===== config.mk =====
export PLATFORM = sky130hd
export DESIGN_NAME = fifo_flow_ctrl
export DESIGN_NICKNAME = d
export VERILOG_FILES = /design/src/rtl/fifo_pkg.sv /design/src/rtl/out_skid2.sv /design/src/rtl/fifo_flow_ctrl.sv
export SDC_FILE = /design/constraint.sdc
export NUM_CORES = 1
export LEC_CHECK = 0
export BUFFER_PORTS_ARGS = -buffer_cell sky130_fd_sc_hd__buf_4
export CORE_MARGIN = 1
export CORE_UTILIZATION = 45
export CTS_CLUSTER_DIAMETER = 80
export CTS_CLUSTER_SIZE = 8
export DETAILED_ROUTE_END_ITERATION = 10
export HOLD_SLACK_MARGIN = 0.15
export PLACE_DENSITY = 0.71
export SLEW_MARGIN = 20
export SYNTH_ARGS = -nofsm -noshare
export SYNTH_HDL_FRONTEND = slang
export SYNTH_SLANG_ARGS = --single-unit

===== constraint.sdc =====
create_clock -name clk -period 3.8 [get_ports clk]
set_clock_uncertainty 0.15 [all_clocks]
set_input_delay 0.38 -clock clk [delete_from_list [all_inputs] [get_ports clk]]
set_output_delay 0.38 -clock clk [all_outputs]
set_load 0.02 [all_outputs]

===== src/rtl/fifo_pkg.sv =====
`default_nettype none
// +--------------------------------------------------------------------+
// | fifo_pkg: shared sizing constants for the FIFO flow controller     |
// | Rev 1.0                                                            |
// +--------------------------------------------------------------------+
package fifo_pkg;
  localparam int c_dw    = 9;
  localparam int c_aw    = 8;
  localparam int c_depth = 1 << c_aw;
  localparam int c_cw    = c_aw + 2;
endpackage
`default_nettype wire


===== src/rtl/out_skid2.sv =====
`default_nettype none
// +--------------------------------------------------------------------+
// | out_skid2: 2-entry output buffer, capture write + valid/ready read |
// | Rev 1.0                                                            |
// +--------------------------------------------------------------------+
module out_skid2
  import fifo_pkg::*;
#(
  parameter int DW = c_dw
) (
  input  logic          clk,
  input  logic          rst,
  input  logic          i_wr,
  input  logic [DW-1:0] i_wdata,
  input  logic          i_ready,
  output logic          o_valid,
  output logic          o_pop,
  output logic [DW-1:0] o_data,
  output logic [1:0]    o_cnt
);

  logic [DW-1:0] r_d0;
  logic [DW-1:0] r_d1;
  logic [1:0]    r_cnt;

  assign o_valid = (r_cnt != 2'd0);
  assign o_pop   = o_valid & i_ready;
  assign o_data  = r_d0;
  assign o_cnt   = r_cnt;

  // The issuer never lets a write arrive while both entries are held
  // unless the head is popped in the same cycle.
  always_ff @(posedge clk) begin
    if (rst) begin
      r_cnt <= 2'd0;
      r_d0  <= '0;
      r_d1  <= '0;
    end else begin
      case ({o_pop, i_wr})
        2'b01: begin
          if (r_cnt == 2'd0) r_d0 <= i_wdata;
          else               r_d1 <= i_wdata;
          r_cnt <= r_cnt + 2'd1;
        end
        2'b10: begin
          r_d0  <= r_d1;
          r_cnt <= r_cnt - 2'd1;
        end
        2'b11: begin
          if (r_cnt == 2'd2) begin
            r_d0 <= r_d1;
            r_d1 <= i_wdata;
          end else begin
            r_d0 <= i_wdata;
          end
        end
        default: ;
      endcase
    end
  end

endmodule
`default_nettype wire


===== src/rtl/fifo_flow_ctrl.sv =====
`default_nettype none
// +--------------------------------------------------------------------+
// | fifo_flow_ctrl: valid/ready controller for 256x9 pointer storage   |
// | Rev 1.0                                                            |
// +--------------------------------------------------------------------+
module fifo_flow_ctrl
  import fifo_pkg::*;
#(
  parameter int DW    = c_dw,
  parameter int AW    = c_aw,
  parameter int DEPTH = c_depth
) (
  input  logic          clk,
  input  logic          rst,
  input  logic          flush,
  input  logic          in_valid,
  output logic          in_ready,
  input  logic [DW-1:0] in_data,
  output logic          out_valid,
  input  logic          out_ready,
  output logic [DW-1:0] out_data,
  output logic          st_wren,
  output logic          st_wrinc,
  output logic [DW-1:0] st_din,
  output logic          st_rden,
  output logic          st_rdinc,
  output logic          st_rdptrclr,
  output logic          st_wrptrclr,
  input  logic [DW-1:0] st_dout,
  output logic [AW+1:0] count,
  output logic          full,
  output logic          empty
);

  localparam int            c_cnt_w    = AW + 2;
  localparam logic [AW:0]   c_full_cnt = (AW + 1)'(DEPTH);

  logic          w_clr;
  logic          w_push;
  logic          w_issue;
  logic          w_pop;
  logic [1:0]    w_out_cnt;
  logic [2:0]    w_occ_left;
  logic [AW:0]   r_mem_cnt;
  logic          r_rd_pend;

  assign w_clr       = rst | flush;
  assign st_rdptrclr = w_clr;
  assign st_wrptrclr = w_clr;

  assign full     = (r_mem_cnt == c_full_cnt);
  assign in_ready = !full & !w_clr;
  assign w_push   = in_valid & in_ready;
  assign st_wren  = w_push;
  assign st_wrinc = w_push;
  assign st_din   = in_data;

  // Output-side slots still claimed after this cycle's pop; a new read may
  // only be launched if the buffer can absorb it when the data lands.
  assign w_occ_left = {1'b0, w_out_cnt} + {2'b00, r_rd_pend} - {2'b00, w_pop};
  assign w_issue    = (r_mem_cnt != '0) && (w_occ_left < 3'd2) && !w_clr;
  assign st_rden    = w_issue;
  assign st_rdinc   = w_issue;

  always_ff @(posedge clk) begin
    if (w_clr) begin
      r_mem_cnt <= '0;
      r_rd_pend <= 1'b0;
    end else begin
      r_mem_cnt <= r_mem_cnt + {{AW{1'b0}}, w_push} - {{AW{1'b0}}, w_issue};
      r_rd_pend <= w_issue;
    end
  end

  out_skid2 #(
    .DW(DW)
  ) u_skid (
    .clk     (clk),
    .rst     (w_clr),
    .i_wr    (r_rd_pend),
    .i_wdata (st_dout),
    .i_ready (out_ready),
    .o_valid (out_valid),
    .o_pop   (w_pop),
    .o_data  (out_data),
    .o_cnt   (w_out_cnt)
  );

  assign count = c_cnt_w'(r_mem_cnt) + c_cnt_w'(r_rd_pend) + c_cnt_w'(w_out_cnt);
  assign empty = (count == '0);

endmodule
`default_nettype wire


# == Yosys cells after proc, flatten, opt, wreduce, memory -nomap -nowiden ==
# Index checks and enable logic that the tools add are counted.
# totals
in_bits,23
regBits,30
# classes
bitwise,4
add_sub_neg,8
magnitude_cmp,1
n_mux,7
eq_ne,8
reduce_logical,13
# ops
cell,count
$mux W9,4
$pmux W9 S3,1
$pmux W9 S2,1
$add A10 B2 Y10,1
$add A9 B1 Y10,1
$logic_not A10 Y1,1
$add A9 B1 Y9,1
$eq A9 B9 Y1 const B,1
$reduce_bool A9 Y1,1
$sub A9 B1 Y9,1
$eq A2 B2 Y1 const B,3
$reduce_bool A2 Y1,3
$ne A2 B1 Y1 const B,2
$pmux W2 S2,1
$add A2 B1 Y3,1
$and A1 B1 Y1,3
$lt A3 B2 Y1 const B,1
$reduce_and A3 Y1,1
$reduce_bool A3 Y1,1
$sub A3 B1 Y3,1
$add A2 B1 Y2 const B,1
$eq A2 B1 Y1 const B,1
$logic_and A1 B1 Y1,2
$logic_not A1 Y1,2
5 further kinds,5

# == Logic depth before layout (Yosys ltp) ==
# Gate-level depths: netlist of the first run.
# logic_depth
ltp_word,7
depth_mapped,15

# == Hierarchy ==
# Synthesis of the first run repeated with hierarchy kept, for this count alone.
# hier_totals
cells_unflattened,272
area_unflattened_um2,2389.8
# by_module_without_submodules
mod,instances,cells_per_inst,area_per_inst_um2
fifo_flow_ctrl,1,154,1303.8
out_skid2,1,118,1086.0

# == Least setup slack after synthesis of the first run ==
# No wires, ideal clock.
# synth_path
kind,reg2reg
startpoint,"register u_skid.r_cnt[1], in the netlist u_skid.o_cnt[1]"
endpoint,register r_mem_cnt[6]
arrival_ns,3.244
setup_ns,0.062
required_ns,3.588
synth_period_minus_slack_ns,3.455
path_slack_ns,0.345
stages_incl_launch_ff,16
n_path_buf,0
cell_sequence,dfxtp_1 nand2_1 mux2i_1 nand2_1 fa_1 xnor2_1 o2111a_1 ha_1 inv_1 ha_1 inv_1 fa_1 nor2b_4 o311a_4 or4_1 nand3_1
# synth_between
elab_chain_cells,7
elab_cells_between_ends,8
classes_between,add/sub: 3; order compare: 1; bitwise: 1; reduce/logical: 3
# synth_lines
item,line,source
start: declaration,out_skid2.sv:24,logic [1:0] r_cnt;
start signal: assignment,out_skid2.sv:43,r_cnt <= r_cnt + 2'd1;
start signal: assignment,out_skid2.sv:47,r_cnt <= r_cnt - 2'd1;
"parallel branches: the longest is 2 deep, another holds $add A2 B1 Y3",-,
$sub A3 B1 Y3 (*),fifo_flow_ctrl.sv:60,"assign w_occ_left = {1'b0, w_out_cnt} + {2'b00, r_rd_pend} - {2'b00, w_pop};"
$lt A3 B2 Y1 (*),fifo_flow_ctrl.sv:61,assign w_issue = (r_mem_cnt != '0) && (w_occ_left < 3'd2) && !w_clr;
$logic_and A1 B1 Y1 (*) (2 in a row),fifo_flow_ctrl.sv:61,
via st_rden,fifo_flow_ctrl.sv:25,"output logic st_rden,"
$sub A9 B1 Y9 (*),fifo_flow_ctrl.sv:70,"r_mem_cnt <= r_mem_cnt + {{AW{1'b0}}, w_push} - {{AW{1'b0}}, w_issue};"
end signal: assignment,fifo_flow_ctrl.sv:70,
end: declaration,fifo_flow_ctrl.sv:44,logic [AW:0] r_mem_cnt;
# Mark *: on every way through the listed nets, which the timed path passes.
# A chain may end at the register's enable or synchronous reset.

# == Worst setup path in the final report of the first run ==
# layout_path
startpoint,"register u_skid.r_cnt[1], in the netlist u_skid.o_cnt[1]"
endpoint,register r_mem_cnt[6]
# layout_between
elab_chain_cells,7
elab_cells_between_ends,8
classes_between,add/sub: 3; order compare: 1; bitwise: 1; reduce/logical: 3
# layout_lines
item,line
"parallel branches: the longest is 2 deep, another holds $add A2 B1 Y3",-
$sub A3 B1 Y3 (*),fifo_flow_ctrl.sv:60
$lt A3 B2 Y1 (*),fifo_flow_ctrl.sv:61
$logic_and A1 B1 Y1 (*) (2 in a row),fifo_flow_ctrl.sv:61
$sub A9 B1 Y9 (*),fifo_flow_ctrl.sv:70
# Every way passes the cells marked *.

==> results.py, run 1 <==
metrics = {
    "critical_path": {
        "crit_required_ps": 3870,
        "cp-end-kind": "flip-flop",
        "arrival_ps": 3610,
        "crit_type": "flip-flop to flip-flop",
        "crit_fanout": 7,
        "cp-start-kind": "flip-flop",
    },
    "synthesis": {
        "ys_warn_count": 0,
        "synthFlopType": "dfxtp_1",
        "synth-edff-count": 0,
        "avgSynthCellArea_um2": 8.89,
        "synth_cell_type_count": 42,
        "syn-instance-count": 235,
        "yosysMostFrequentCell": "dfxtp_1",
        "yosysSeqAreaShare": 0.287,
        "synthTopCellsByCount": "dfxtp_1, mux2i_1, nor2_1, ha_1, inv_1",
        "synth_top_cell_area_share": 0.287,
        "synth-seq-cells": 30,
        "syn_nets": 281,
        "async_reset_ff_frac": 0,
        "syn_area_um2": 2090,
        "synth_area_leaders": "dfxtp_1, ha_1, mux2i_1",
        "yosys.area.top_type": "dfxtp_1",
    },
    "route": {
        "drtIter0Drc": 44,
        "firstDrtPassIters": 4,
        "drt_wl_total_mm": 4.23,
        "ant_nets": 0,
        "routedWlPerCell_um": 13.2,
        "drc": 0,
        "num_vias": 1712,
        "via_per_inst": 5.35,
    },
    "cts": {
        "cts_tree": "done",
        "clk_pin_slew_ps": 60,
        "hold_buffers": 0,
        "numCtsBuffers": 5,
        "cts_setup_buffers": 0,
        "cts.sinks": 30,
        "cts_buffer_depth": 2,
        "cts_max_level": 2,
        "cts_resized": 0,
        "insertion_delay_ps": 280,
        "clockRootBuffer": "clkbuf_8",
    },
    "sta": {
        "relSlewSlack": 0.587,
        "tns_ps": 0,
        "setup_viol_count_final": 0,
        "max_freq_ghz": 0.283,
        "layout_setup_ws_ps": 266,
        "holdWs_ps": 195,
        "fin_crit_sh": 0.930,
        "worst_pin_slew_ps": 619,
        "finalHoldViolations": 0,
        "slew_violations": 0,
        "fin_crit_ps": 3530,
        "grt_setup_unrepaired": "false",
    },
    "global_route": {
        "overflow": 0,
        "grt_util_all_layers": 0.184,
        "grt_pass1_wl_mm": 7.23,
        "antenna_found_initial": 0,
        "grt_pass1_vias": 1572,
        "grt_max_degree": 25,
    },
    "finish": {
        "syn2layout_area_growth_pct": 18.6,
        "layout.nets": 314,
        "fin_cells": 320,
        "fillers": 412,
        "drive_gt1_frac": 0.213,
        "fin_area_um2": 2480,
        "num_antenna_cells": 0,
    },
    "power": {
        "ir_drop_mv": 0.260,
        "power_density_nw_per_um2": 595,
        "p_leak_nw": 1.22,
    },
    "floorplan": {
        "rows": 24,
        "dieWidth_um": 70.1,
        "io-pin-count": 61,
        "core_um2": 4410,
        "die_h_um": 70.1,
        "die_area_um2": 4920,
        "start_util": 0.473,
    },
    "placed_design": {
        "io_buffers": 42,
        "dpl_cell_area_um2": 2360,
        "gp_congestion": 0.811,
        "dpl.cell_count": 313,
        "dp_hpwl_mm": 3.22,
        "pre_cts_ws_ps": 250,
    },
    "outcome": {
        "run_status": "finished, final reports clean",
    },
    "job": {
        "drv_cap": 0,
    },
    "min_path": {
        "hp-class": "input pin to flip-flop",
    },
}
==> registers in the layout, indices dropped and copies added (netlist names) <==
name           flops
u_skid.o_data      9
u_skid.r_d1        9
u_skid.o_cnt       2
r_rd_pend          1
r_mem_cnt          9
==> worst paths after layout <==
path                                 startpoint        endpoint  slack [ps]  depth (start not counted)
worst max-delay path            u_skid.o_cnt[1]    r_mem_cnt[6]         270                         15
worst max register to register  u_skid.o_cnt[1]    r_mem_cnt[6]         270                         15
worst min register to register   u_skid.r_d1[2]  u_skid.r_d1[2]         340                          2
worst min-delay path                 st_dout[0]  u_skid.r_d1[0]         200                          3
==> layout make-up <==
type                    count  area [um^2]  area share
repair buffers             45          338       0.136
inverters                  20         75.1      0.0303
clock inverters             1         30.0      0.0121
clock buffers               6         82.6      0.0333
well taps                  52         65.1      0.0263
flip-flops and latches     30          601       0.242
multi-input cells         166         1290       0.519
==> critical path, cell delays in order, from the launching register on <==
cell	delay, ps
dfxtp_1	470
nand2_1	110
mux2i_1	190
nand2_1	100
fa_1	380
xnor2_1	150
o2111a_1	180
ha_1	280
inv_1	40
ha_1	200
inv_1	70
fa_1	220
nor2b_4	60
o311a_4	320
or4_1	480
nand3_1	100
==> power breakdown <==
part	internal, mW	switching, mW	total (mW)
clock	0.209	0.114	0.323
sequential	0.356	0.0554	0.411
combinational	0.339	0.400	0.739
==> logic make-up (layout without fill, tap and decap cells) <==
| logic type | Yosys count | in the layout | synth area share |
|---|---|---|---|
| AND/OR/NAND/NOR | 64 | 64 | 0.164 |
| AO/OA/AOI/OAI | 46 | 46 | 0.148 |
| buffers and inverters | 39 | 72 | 0.0970 |
| flip-flops | 30 | 30 | 0.287 |
| adder cells (fa/ha/maj) | 23 | 23 | 0.152 |
| multiplexers | 22 | 22 | 0.105 |
| XOR/XNOR | 11 | 11 | 0.0461 |
==> layer usage <==
layer | vias up | global-route usage | part of all wire
li1 | 878 | - | -
met1 | 790 | 0.241 | 0.47
met2 | 34 | 0.295 | 0.47
met3 | 10 | 0.0361 | 0.039
met4 | 0 | 0.0800 | 0.025
met5 | - | 0 | 0
==> placed cells by master, fill, tap and decap left out, types with 2 or more instances in the layout <==
| cell | instances |
|---|---|
| or4_1 | 3 |
| o2111a_1 | 3 |
| a31oi_1 | 2 |
| nand3_1 | 2 |
| o21ai_0 | 12 |
| nand2b_1 | 3 |
| nor4_1 | 5 |
| ha_1 | 19 |
| a211oi_1 | 2 |
| o21bai_1 | 3 |
| fa_1 | 4 |
| dfxtp_1 | 30 |
| o2111ai_1 | 2 |
| xnor2_1 | 11 |
| nor3b_1 | 5 |
| a21oi_1 | 13 |
| nand2_1 | 8 |
| nor3_1 | 5 |
| buf_4 | 45 |
| inv_1 | 19 |
| nor2b_1 | 2 |
| clkbuf_8 | 6 |
| and3_1 | 2 |
| o21a_1 | 2 |
| nor2_1 | 21 |
| mux2i_1 | 22 |
==> metrics by stage <==
stage | util | power (mW)
6_report | 0.561 | 1.47
5_1_grt | 0.561 | 1.59
4_1_cts | 0.561 | 1.49
3_5_place_dp | 0.536 | 1.16
3_3_place_gp | 0.536 | 1.15
2_1_floorplan | - | 0.965
Note: power is estimated with default switching activity, not from simulation.
==> run 2: changes to the inputs <==
clock period = 4.35 ns   (was 3.8 ns; I/O delays follow)
==> results.py, run 2 (same netlist as run 1, synthesis figures left out) <==
metrics = {
    "global_route": {
        "grt_util_met3": 0.0361,
        "grt_util_all_layers": 0.184,
        "grt_pass1_wl_mm": 7.17,
        "antenna_found_initial": 0,
        "overflow": 0,
        "met2_usage": 0.278,
        "grt_use_met1": 0.259,
        "grt_max_degree": 25,
        "top_usage_layer": "met2",
        "grt_pass1_vias": 1496,
    },
    "route": {
        "drtIter0Drc": 125,
        "firstDrtPassIters": 4,
        "num_vias": 1708,
        "drt_wl_total_mm": 4.31,
        "drc": 0,
        "routedWlPerCell_um": 13.5,
        "ant_nets": 0,
        "via_per_inst": 5.34,
    },
    "power": {
        "ir_drop_mv": 0.230,
        "p_leak_nw": 1.20,
        "total_power_mw": 1.22,
        "power_density_nw_per_um2": 499,
    },
    "sta": {
        "max_freq_ghz": 0.281,
        "tns_ps": 0,
        "fin_crit_sh": 0.818,
        "layout_setup_ws_ps": 790,
        "slew_violations": 0,
        "grt_setup_unrepaired": "false",
        "holdWs_ps": 247,
        "worst_pin_slew_ps": 630,
        "finalHoldViolations": 0,
        "fin_crit_ps": 3560,
        "setup_viol_count_final": 0,
        "relSlewSlack": 0.580,
    },
    "cts": {
        "clk_pin_slew_ps": 60,
        "insertion_delay_ps": 280,
        "numCtsBuffers": 5,
        "cts.sinks": 30,
        "cts_tree": "done",
        "cts_resized": 0,
        "cts_setup_buffers": 0,
        "cts_max_level": 2,
        "cts_buffer_depth": 2,
        "hold_buffers": 0,
        "clockRootBuffer": "clkbuf_8",
    },
    "min_path": {
        "hp-class": "input pin to flip-flop",
    },
    "placed_design": {
        "io_buffers": 42,
        "dpl.cell_count": 313,
        "pre_cts_ws_ps": 748,
        "dpl_cell_area_um2": 2360,
        "dp_hpwl_mm": 3.26,
        "gp_congestion": 0.817,
    },
    "floorplan": {
        "start_util": 0.473,
        "io-pin-count": 61,
        "rows": 24,
        "die_area_um2": 4920,
        "dieWidth_um": 70.1,
        "die_h_um": 70.1,
        "core_um2": 4410,
    },
    "critical_path": {
        "crit_required_ps": 4430,
        "crit_fanout": 7,
        "arrival_ps": 3640,
        "cp-end-kind": "flip-flop",
        "cp-start-kind": "flip-flop",
        "crit_type": "flip-flop to flip-flop",
    },
    "finish": {
        "num_antenna_cells": 0,
        "fillers": 412,
        "fin_cells": 320,
        "fin_area_um2": 2440,
        "postLayoutCoreUtil": 0.554,
        "drive_gt1_frac": 0.213,
        "final_cell_mix": "buf_4, dfxtp_1, mux2i_1",
        "syn2layout_area_growth_pct": 16.9,
        "layout.nets": 314,
        "final_common_cell": "buf_4",
    },
    "outcome": {
        "run_status": "finished, final reports clean",
    },
    "job": {
        "drv_cap": 0,
    },
}
[run 2: cell types whose count changed in the layout (fill, tap and decap cells not counted), sizes merged]
cell    delta
clkbuf     -1
clkinv     +2
bufinv     -1
[run 2: metal layers]
layer,routed length [um],up-vias
met4,83,0
met3,151,10
met5,0,-
li1,-,875
met1,2100,789
met2,1970,34
[run 2: power by group]
part           switching [mW]  total [mW]  internal (mW)
Clock                   0.102       0.209          0.107
Combinational           0.352       0.649          0.297
Sequential             0.0499       0.361          0.311
[run 2: worst paths after layout]
check | from | cells past startpoint | slack [ps] | endpoint
worst min-delay path | st_dout[1] | 3 | 250 | u_skid.r_d1[1]
worst max register to register | u_skid.o_cnt[1] | 15 | 790 | r_mem_cnt[6]
worst min register to register | u_skid.r_d1[8] | 2 | 340 | u_skid.r_d1[8]
worst max-delay path | u_skid.o_cnt[1] | 15 | 790 | r_mem_cnt[6]
[run 2: worst max-delay path: stages, from the launching register on]
cell and delay [ps]:
dfxtp_1 460, nand2_1 110, mux2i_1 190, nand2_1 100
fa_1 380, xnor2_1 150, o2111a_1 180, ha_1 280
inv_1 40, ha_1 200, inv_1 80, fa_1 230
nor2b_4 60, o311a_4 320, or4_1 470, nand3_1 90
[run 2: area by class of cell]
cell class | count | area, um^2 | share of cell area
well taps | 52 | 65.1 | 0.0266
inverters | 20 | 75.1 | 0.0307
repair buffers | 45 | 338 | 0.138
multi-input cells | 166 | 1290 | 0.526
flip-flops and latches | 30 | 601 | 0.246
clock buffers | 5 | 68.8 | 0.0282
clock inverters | 2 | 10.0 | 0.00410
